--- src/rtl/riscv_dbg_pkg.sv ---
// Shared definitions for the debug-value UART reporter: sync byte, frame
// length, serializer state encoding and the frame byte selector.
// Latency: n/a (constants and a pure function). Backpressure: n/a.
package riscv_dbg_pkg;

  // First byte of every frame, used by the receiver to find frame alignment.
  localparam logic [7:0] SYNC_BYTE = 8'hA5;

  // Bytes per frame: sync, value[15:8], value[7:0].
  localparam int unsigned FRAME_BYTES = 3;

  typedef enum logic [1:0] {
    IDLE  = 2'd0,
    START = 2'd1,
    DATA  = 2'd2,
    STOP  = 2'd3
  } tx_state_e;

  // Byte 'idx' of the frame carrying 'value'.
  function automatic logic [7:0] frame_byte(input logic [15:0] value,
                                            input logic [1:0]  idx);
    logic [7:0] b;
    case (idx)
      2'd0:    b = SYNC_BYTE;
      2'd1:    b = value[15:8];
      default: b = value[7:0];
    endcase
    return b;
  endfunction

endpackage

--- src/rtl/uart_tx_byte.sv ---
// UART byte serializer: 1 start bit, 8 data bits LSB first, 1 stop bit,
// each held CLKS_PER_BIT cycles. Latency: tx goes low on the edge that
// samples start. Backpressure: start is only honoured in IDLE or on the
// final stop-bit cycle (when done is high), giving gapless byte chaining.
// Ports:
//   clk, rst_n   clock and asynchronous active-low reset
//   start        request to send byte_in (sampled in IDLE or with done)
//   byte_in      byte to serialize, captured on the accepting edge
//   tx           serial line, idle high
//   done         high on the last cycle of the stop bit
//   state        current serializer state (IDLE means line free)
module uart_tx_byte
  import riscv_dbg_pkg::*;
#(
  parameter int unsigned CLKS_PER_BIT = 16
) (
  input  logic       clk,
  input  logic       rst_n,
  input  logic       start,
  input  logic [7:0] byte_in,
  output logic       tx,
  output logic       done,
  output tx_state_e  state
);

  localparam int unsigned   CW       = (CLKS_PER_BIT > 1) ? $clog2(CLKS_PER_BIT) : 1;
  localparam logic [CW-1:0] LAST_CYC = CW'(CLKS_PER_BIT - 1);

  tx_state_e     state_q, state_d;
  logic [CW-1:0] cyc_q, cyc_d;
  logic [2:0]    bit_q, bit_d;
  logic [7:0]    shreg_q, shreg_d;
  logic          bit_end;

  assign bit_end = (cyc_q == LAST_CYC);
  assign state   = state_q;

  always_ff @(posedge clk or negedge rst_n) begin
    if (!rst_n) begin
      state_q <= IDLE;
      cyc_q   <= '0;
      bit_q   <= '0;
      shreg_q <= '0;
    end else begin
      state_q <= state_d;
      cyc_q   <= cyc_d;
      bit_q   <= bit_d;
      shreg_q <= shreg_d;
    end
  end

  always_comb begin
    state_d = state_q;
    cyc_d   = cyc_q;
    bit_d   = bit_q;
    shreg_d = shreg_q;
    done    = 1'b0;
    case (state_q)
      IDLE: begin
        if (start) begin
          state_d = START;
          cyc_d   = '0;
          shreg_d = byte_in;
        end
      end
      START: begin
        if (bit_end) begin
          state_d = DATA;
          cyc_d   = '0;
          bit_d   = '0;
        end else begin
          cyc_d = cyc_q + CW'(1);
        end
      end
      DATA: begin
        if (bit_end) begin
          cyc_d   = '0;
          // Shift right so shreg_q[0] is always the bit on the line.
          shreg_d = {1'b0, shreg_q[7:1]};
          if (bit_q == 3'd7) begin
            state_d = STOP;
          end else begin
            bit_d = bit_q + 3'd1;
          end
        end else begin
          cyc_d = cyc_q + CW'(1);
        end
      end
      STOP: begin
        if (bit_end) begin
          done  = 1'b1;
          cyc_d = '0;
          // Chaining straight into START avoids an idle cycle between the
          // bytes of one frame.
          if (start) begin
            state_d = START;
            shreg_d = byte_in;
          end else begin
            state_d = IDLE;
          end
        end else begin
          cyc_d = cyc_q + CW'(1);
        end
      end
      default: state_d = IDLE;
    endcase
  end

  // Line level is a pure decode of registered state, so it changes on the
  // same edge that changes state and snaps high on reset.
  always_comb begin
    tx = 1'b1;
    case (state_q)
      START:   tx = 1'b0;
      DATA:    tx = shreg_q[0];
      default: tx = 1'b1;
    endcase
  end

endmodule

--- config.mk ---
export PLATFORM = sky130hd
export DESIGN_NAME = uart_tx_byte
export DESIGN_NICKNAME = d
export VERILOG_FILES = /design/src/rtl/riscv_dbg_pkg.sv /design/src/rtl/uart_tx_byte.sv
export SDC_FILE = /design/constraint.sdc
export NUM_CORES = 1
export LEC_CHECK = 0
export BUFFER_PORTS_ARGS = -buffer_cell sky130_fd_sc_hd__buf_2
export CAP_MARGIN = 20
export CORE_MARGIN = 2
export CORE_UTILIZATION = 30
export DETAILED_ROUTE_END_ITERATION = 16
export PLACE_DENSITY_LB_ADDON = 0.05
export SLEW_MARGIN = 20
export SYNTH_ARGS = -nofsm -noshare
export SYNTH_HDL_FRONTEND = slang
export SYNTH_SLANG_ARGS = --single-unit
--- constraint.sdc ---
create_clock -name clk -period 2.4 [get_ports clk]
set_input_delay 0.36 -clock clk [delete_from_list [all_inputs] [get_ports clk]]
set_output_delay 0.36 -clock clk [all_outputs]
set_load 0.1 [all_outputs]
==> results.cfg, run 1 <==
[final_layout]
syn_to_final_growth_pct = 17.2
nets = 131
drive_gt1_share_pct = 37.3
n_antenna_cell = 0
layout.cells.non_filler = 156
final_area_sq_um = 1210
post-route-util_pct = 36.3

[critical_path]
crit_required_ps = 2040
crit_fanout = 15
startpoint_type = flop
worst-setup-path-type = reg2out
worstPathArrival_ps = 1810
slowest_stage = dfrtp_2
crit_chain = inv_1 > ha_1 > buf_4 > or2_2 > nand2_2 > buf_12
end_kind = primary output
max_stage_delay_ps = 410

[yosys]
synth.area.top_cells = dfrtp_1 41%, mux2_2 17%, ha_1 11%, nand2_1 2.5%, o221ai_1 2.5%
yosysSeqAreaShare_pct = 41.1
synth_top_area_share_pct = 41.1
avgSynthCellArea_sq_um = 11.2
syn_area_sq_um = 1030
synth_top_area_cell = dfrtp_1
synthMostInstantiatedCell = dfrtp_1
synth.area.mux_share_pct = 19.3
synth_ff_type = dfrtp_1
synthAdderAreaFrac_pct = 10.9
ys_async_sr_fraction_pct = 100
synth_edf_count = 0
synth-xor-area-share_pct = 0
synth_seq_cells = 17
synthCells = 92
synth_top_family_by_area = multiplexers
synthSimpleGateAreaFrac_pct = 14.6
synthDistinctLibCells = 28
synth_compound_area_share_pct = 10.4
yosys_warnings = 0
syn-num-nets = 112
synth_common_cells = 17 x dfrtp_1, 16 x mux2_2, 9 x ha_1

[floorplan]
die_x_um = 62.7
core_area_sq_um = 3340
start_util_pct = 31.0
dieArea_sq_um = 3940
io_pins = 15
die_y_um = 62.7
floorplan.rows = 21

[clock_tree]
clk_pin_slew_ps = 110
post-cts-setup-buffer-count = 0
cts_made_buffers = 3
cts.sinks = 17
cts_tree = done
clk_path_buf_depth = 2
root_buffer = clkbuf_4
htree_levels = 1
clk_latency_ps = 290

[placed_design]
dp_hpwl_um = 1400
postPlaceCellArea_sq_um = 1170
io_buffers = 14
place_inst = 151
routabilityCongestion = 0.753

[sta]
timing.final.crit_share_pct = 90.3
maxSlewViolCount = 0
worstMarginPinSlew_ps = 487
period_needed_ps = 2170
skew_ps = 4.17
maxSlewHeadroom_pct = 67.8
setup_viol = 0
max_freq_ghz = 0.461
rsz0062_at_grt = no
tns_ps = 0
finalHoldViolations = 0

[power_and_ir_drop]
cellLeakagePower_nw = 0.610
peakVddDrop_mv = 0.175
power_density_nw_per_um2 = 402

[detailed_routing]
wirelength_um = 1940
drt-wirelength-per-cell_um = 12.4
final_antenna_net_count = 0
viasPerCell = 4.72
drt-initial-drc-count = 29
vias = 736
drc = 0
firstDrtPassIters = 4

[flow_run]
maxCapViolations = 0

[global_route]
antenna_found_initial = 0
grt_pass1_wl_um = 3440
grt_use_met3_pct = 3.60
busiest_layer = met2
grt_max_degree = 18
use_met2_pct = 17.9
grt.total_usage_pct = 11.1
grt_pass1_vias = 702
met1_usage_pct = 14.3
grt_overflow = 0

[hold_path]
min_path_type = in2reg

[run_status]
status = finished, final reports clean
-- where the power goes --
part           switching, W   total, W  internal (W)
registers        0.00000223   0.000294      0.000291
logic             0.0000183  0.0000360     0.0000177
clock network     0.0000963   0.000158     0.0000620
-- path summary, 6_finish.rpt --
kind                       startpoint    endpoint  slack [ps]  cells past startpoint
setup reg to reg             state[0]  shreg_q[2]         430                      5
min in group asynchronous       rst_n    bit_q[0]         510                      2
hold / removal             byte_in[6]  shreg_q[6]         410                      3
max in group asynchronous       rst_n    state[0]        1580                      2
setup / recovery             state[0]          tx         230                      6
hold reg to reg              cyc_q[1]    cyc_q[1]         510                      2
-- layer usage --
metal | vias up | wire [um]
met5 | - | 0
met3 | 2 | 82
met1 | 353 | 951
li1 | 366 | -
met2 | 15 | 880
met4 | 0 | 21
-- what timing repair did --
action / CTS / global route
hold buffers: 1 / 0
resized for setup: 0 / 0
hold endpoints to repair: 17 / 0
-- flip-flops by register name, summed over array words and instances, names as in the netlist --
register	count
cyc_q	4
bit_q	3
shreg_q	8
state	2
-- layout make-up --
cell class / instances / area, sq um
fillers: 347 / 2120
multi-input cells: 67 / 574
clock inverters: 1 / 5.00
flip-flops and latches: 17 / 428
clock buffers: 3 / 22.5
inverters: 6 / 22.5
repair buffers: 16 / 103
well taps: 46 / 57.6
-- metrics by stage --
step                      total power [W]  hold WS (ps)  worst slack (ps)
after floorplan                  0.000315          64.4              11.7
after global placement           0.000335           328               468
after detailed placement         0.000335           321               411
after CTS                        0.000502           397               207
after global routing             0.000516           406              98.7
final                            0.000488           412               233
-- layout by cell type (no fill, tap or decap), types with 2 or more instances in the layout --
cell,synthesis,layout
and3_1,3,3
ha_1,9,9
a22o_1,2,2
nor2b_1,2,2
nor2_1,2,2
nor3_1,3,3
dfrtp_2,0,2
inv_1,6,6
buf_2,0,13
a211oi_1,2,2
nand2_1,7,6
mux2_2,16,16
mux2i_1,2,2
nand3_1,3,3
o221ai_1,3,3
dfrtp_1,17,15
clkbuf_4,0,3
and2_1,2,2
-- logic make-up after synthesis --
group / Yosys count
simple gates: 28
buf+inv: 8
mux: 18
compound gates: 12
flops: 17
fa+ha+maj: 9
-- critical path, delay by kind of cell, from the launching register on --
kind / cells / cell delay, ps
buffers and inverters: 3 / 480
DFF: 1 / 410
and+or+nand+nor: 2 / 390
adders and majority gates: 1 / 230
No activity file was read; power rests on OpenSTA's default activity.
==> inputs of run 2 (changes only) <==
- CORE_MARGIN: 2 -> 3
==> results.cfg, run 2 (synthesis results as in run 1) <==
[run_status]
status = finished, final reports clean

[clock_tree]
htree_levels = 1
clk_latency_ps = 290
clk_path_buf_depth = 2
root_buffer = clkbuf_4
cts_repair_resize_count = 0
cts.sinks = 17
cts_tree = done
clk_pin_slew_ps = 100
cts_made_buffers = 3

[floorplan]
die_x_um = 64.7
core_area_sq_um = 3180
start_util_pct = 32.6
die_y_um = 64.7
io_pins = 15
dieArea_sq_um = 4190
floorplan.rows = 20

[detailed_routing]
vias = 713
final_antenna_net_count = 0
drt-initial-drc-count = 26
viasPerCell = 4.63
drt-wirelength-per-cell_um = 12.6
wl_met3_um = 66
firstDrtPassIters = 4
wirelength_um = 1940
drc = 0
routed.top_layer = met4
wl_met1_um = 988
dr_wl_met2_um = 864

[final_layout]
largest_register = shreg_q
syn_to_final_growth_pct = 16.9
nets = 131
final_common_cell = mux2_2
layout.cells.non_filler = 154
largest_reg_flops = 8
reg_top3 = shreg_q: 8 flops, cyc_q: 4 flops, bit_q: 3 flops
drive_gt1_share_pct = 37.3
most-common-layout-cells = 16 x mux2_2, 15 x dfrtp_1, 13 x buf_2, 9 x ha_1
n_antenna_cell = 0
post-route-util_pct = 38.1

[critical_path]
crit_fanout = 15
regToRegSetupSlack_ps = 450
r2r_cells = 5
startpoint_type = flop
worstPathArrival_ps = 1790
r2r-start = state[0]
crit_required_ps = 2040
end_kind = primary output
regToRegEndpoint = shreg_q[7]
worst-setup-path-type = reg2out

[sta]
maxSlewHeadroom_pct = 67.6
max_freq_ghz = 0.465
timing.final.crit_share_pct = 89.7
tns_ps = 0
maxSlewViolCount = 0
skew_ps = 2.74
period_needed_ps = 2150
finalHoldViolations = 0
worstMarginPinSlew_ps = 489
whs_ps = 415
rsz0062_at_grt = no
setup_viol = 0

[power_and_ir_drop]
cellLeakagePower_nw = 0.610
peakVddDrop_mv = 0.160
power.switching_w = 0.000116
seq_power_share_pct = 60.4
p_clk_share_pct = 32.3
p_int_w = 0.000371
power_frac_comb_pct = 7.3
p_sw_share_pct = 23.7
power_density_nw_per_um2 = 402

[global_route]
grt_pass1_wl_um = 3430
grt_max_degree = 18
grt_pass1_vias = 762
grt.total_usage_pct = 10.5
antenna_found_initial = 0
grt_overflow = 0

[placed_design]
routabilityCongestion = 0.693
place_inst = 149
io_buffers = 14
dp_hpwl_um = 1460

[hold_path]
hold_path_startpoint = start
hold_depth = 4
hold-path-endpoint = cyc_q[1]
min_path_type = in2reg

[flow_run]
maxCapViolations = 0
run 2: what timing repair did:
item,4_1_cts,5_1_grt
setup buffers,0,0
hold buffers,1,0
endpoints found under the hold margin,17,0
run 2: layer usage:
metal / up-vias / global-route usage [%]
met1: 335 / 14.1
li1: 365 / -
met2: 9 / 16.5
met3: 4 / 2.25
met5: - / 0
met4: 0 / 3.43
run 2: worst max-delay path, stage by stage (launching register included):
cell     delay [ps]
dfrtp_2         400
inv_1           110
ha_1            230
buf_4           200
or2_2           310
nand2_2          90
buf_12          170
run 2: how the worst max path moves through the flow:
stage | slack [ps] | from | to
global placement | 460 | cyc_q[0] | shreg_q[2]
detailed placement | 450 | state[0] | shreg_q[4]
finish | 250 | state[0] | tx
floorplan | 10 | state[0] | shreg_q[0]
global route | 120 | state[0] | tx
CTS | 210 | state[0] | tx
run 2: area by class of cell:
type	instances	area (sq um)
Fill cell	324	1970
Multi-Input combinational cell	67	574
Sequential cell	17	428
Timing Repair Buffer	16	103
Tap cell	44	55.1
Clock buffer	3	22.5
Inverter	6	22.5
Clock inverter	1	5.00
run 2: power by group through the flow:
stage / Sequential, W / Combinational (W) / Clock (W)
2_1_floorplan: 0.000299 / 0.0000162 / 0
3_3_place_gp: 0.000299 / 0.0000354 / 0
3_5_place_dp: 0.000299 / 0.0000358 / 0
4_1_cts: 0.000294 / 0.0000371 / 0.000169
5_1_grt: 0.000295 / 0.0000404 / 0.000177
6_report: 0.000294 / 0.0000358 / 0.000157
run 2: stage by stage:
stage,cell area (sq um),setup WS (ps),total power [W]
final,1210,247,0.000487
after global routing,1210,120,0.000512
after CTS,1210,214,0.000500
after detailed placement,1170,447,0.000335
after global placement,1170,460,0.000335
after floorplan,1040,11.7,0.000315
==> inputs of run 3 (changes only) <==
- CTS_BUF_LIST: unset -> sky130_fd_sc_hd__clkbuf_16
- clock period: 2.4 -> 1.98 ns (I/O delays scaled with it)
==> results.cfg, run 3 (synthesis results as in run 1) <==
[run_status]
status = finished, final reports clean

[detailed_routing]
wirelength_um = 2030
final_antenna_net_count = 0
dr_wl_met2_um = 951
drc = 0
firstDrtPassIters = 4
viasPerCell = 4.70
drt-initial-drc-count = 30
vias = 742
wl_met1_um = 973
drt-wirelength-per-cell_um = 12.8
wl_met3_um = 88
routed.top_layer = met4

[flow_run]
maxCapViolations = 0

[critical_path]
worst-setup-path-type = reg2reg
startpoint_type = flop
crit_fanout = 8
slowest_stage = dfrtp_4
worstPathArrival_ps = 2060
r2r_cells = 6
regToRegSetupSlack_ps = 60
max_stage_delay_ps = 500
r2r-start = state[1]
regToRegEndpoint = shreg_q[4]
worst-path-buf-inv = 2
end_kind = flop
crit_family = flip-flops
crit_required_ps = 2110
crit_chain = buf_4 > ha_4 > or2_4 > a211oi_4 > buf_12 > mux2_2

[sta]
finalHoldViolations = 0
worstMarginPinSlew_ps = 485
tns_ps = 0
setup_viol = 0
rsz0062_at_grt = no
period_needed_ps = 1920
setup_ws_ps = 56.1
timing.final.crit_share_pct = 97.2
maxSlewViolCount = 0
skew_ps = 0.695
maxSlewHeadroom_pct = 67.9
max_freq_ghz = 0.520

[hold_path]
min_path_type = in2reg
hold_path_startpoint = byte_in[7]
hold-path-endpoint = shreg_q[7]
hold_depth = 3

[global_route]
grt.total_usage_pct = 10.9
grt_overflow = 0
grt_pass1_vias = 752
grt_max_degree = 18
antenna_found_initial = 0
grt_pass1_wl_um = 3450

[placed_design]
dp_hpwl_um = 1520
io_buffers = 14
post-place-ws_ps = 149
routabilityCongestion = 0.676

[floorplan]
floorplan.rows = 20
start_util_pct = 32.6
core_area_sq_um = 3180
die_y_um = 64.7
io_pins = 15
dieArea_sq_um = 4190
die_x_um = 64.7

[final_layout]
largest_register = shreg_q
drive_gt1_share_pct = 42.1
most-common-layout-cells = 15 x mux2_2, 15 x dfrtp_1, 12 x buf_2
largest_reg_flops = 8
syn_to_final_growth_pct = 31.8
reg_top3 = shreg_q: 8 flops, cyc_q: 4 flops, bit_q: 3 flops
nets = 135
fillers = 340
n_antenna_cell = 0
post-route-util_pct = 42.9

[clock_tree]
root_buffer = clkbuf_16
clk_latency_ps = 250
clk_pin_slew_ps = 50
cts.sinks = 17
cts_tree = done
clk_path_buf_depth = 2
cts_made_buffers = 3
htree_levels = 1

[power_and_ir_drop]
peakVddDrop_mv = 0.471
power_density_nw_per_um2 = 590
cellLeakagePower_nw = 0.664
## run 3: worst register-to-register path: cells and delay by family (launching register included)
kind	cells	cell delay [ps]
buffers and inverters	2	320
adders and majority gates	1	160
DFF	1	500
muxes	1	330
AOI/OAI and AO/OA	1	270
and+or+nand+nor	1	230
## run 3: metal layers
metal | track usage [%] | vias to the layer above
li1 | - | 377
met1 | 14.9 | 350
met4 | 3.17 | 0
met3 | 4.16 | 2
met5 | 0 | -
met2 | 16.0 | 13
## run 3: how the worst max path moves through the flow
stage | start | end | slack [ps] | cells past startpoint
after detailed placement | state[0] | shreg_q[2] | 150 | 5
after global routing | state[1] | shreg_q[4] | 3 | 6
after floorplan | state[0] | shreg_q[1] | -130 | 6
after CTS | state[0] | tx | 6 | 4
final | state[1] | shreg_q[4] | 60 | 6
after global placement | state[0] | shreg_q[7] | 160 | 6
## run 3: power by group
| part | leakage [nW] | switching [W] | total [W] | internal (W) |
|---|---|---|---|---|
| Sequential | 0.215 | 0.00000287 | 0.000357 | 0.000354 |
| Clock | 0.0423 | 0.000135 | 0.000404 | 0.000268 |
| Combinational | 0.407 | 0.0000221 | 0.0000440 | 0.0000219 |
| Total | 0.664 | 0.000160 | 0.000804 | 0.000644 |
## run 3: area by class of cell
cell class                      instances  area, sq um  area share [%]
Inverter                                6         25.0            1.83
Sequential cell                        17          433            31.7
Clock inverter                          1         3.75           0.275
Multi-Input combinational cell         67          608            44.6
Timing Repair Buffer                   20          164            12.0
Clock buffer                            3         75.1            5.50
Tap cell                               44         55.1            4.04
## run 3: repair_timing
action,4_1_cts,5_1_grt
endpoints found under the setup margin,1,8
buffers inserted,2,0
resized for setup,1,4
endpoints found under the hold margin,17,0
hold buffers,1,0
pin swaps,0,2
## run 3: metrics by stage
stage                     power (W)  area (sq um)  instances  hold slack [ps]
after floorplan            0.000382          1060         92             1.41
after global placement     0.000406          1240        151              256
after detailed placement   0.000407          1240        151              252
after CTS                  0.000815          1350        158              408
after global routing       0.000838          1360        158              417
final                      0.000804          1360        158              407
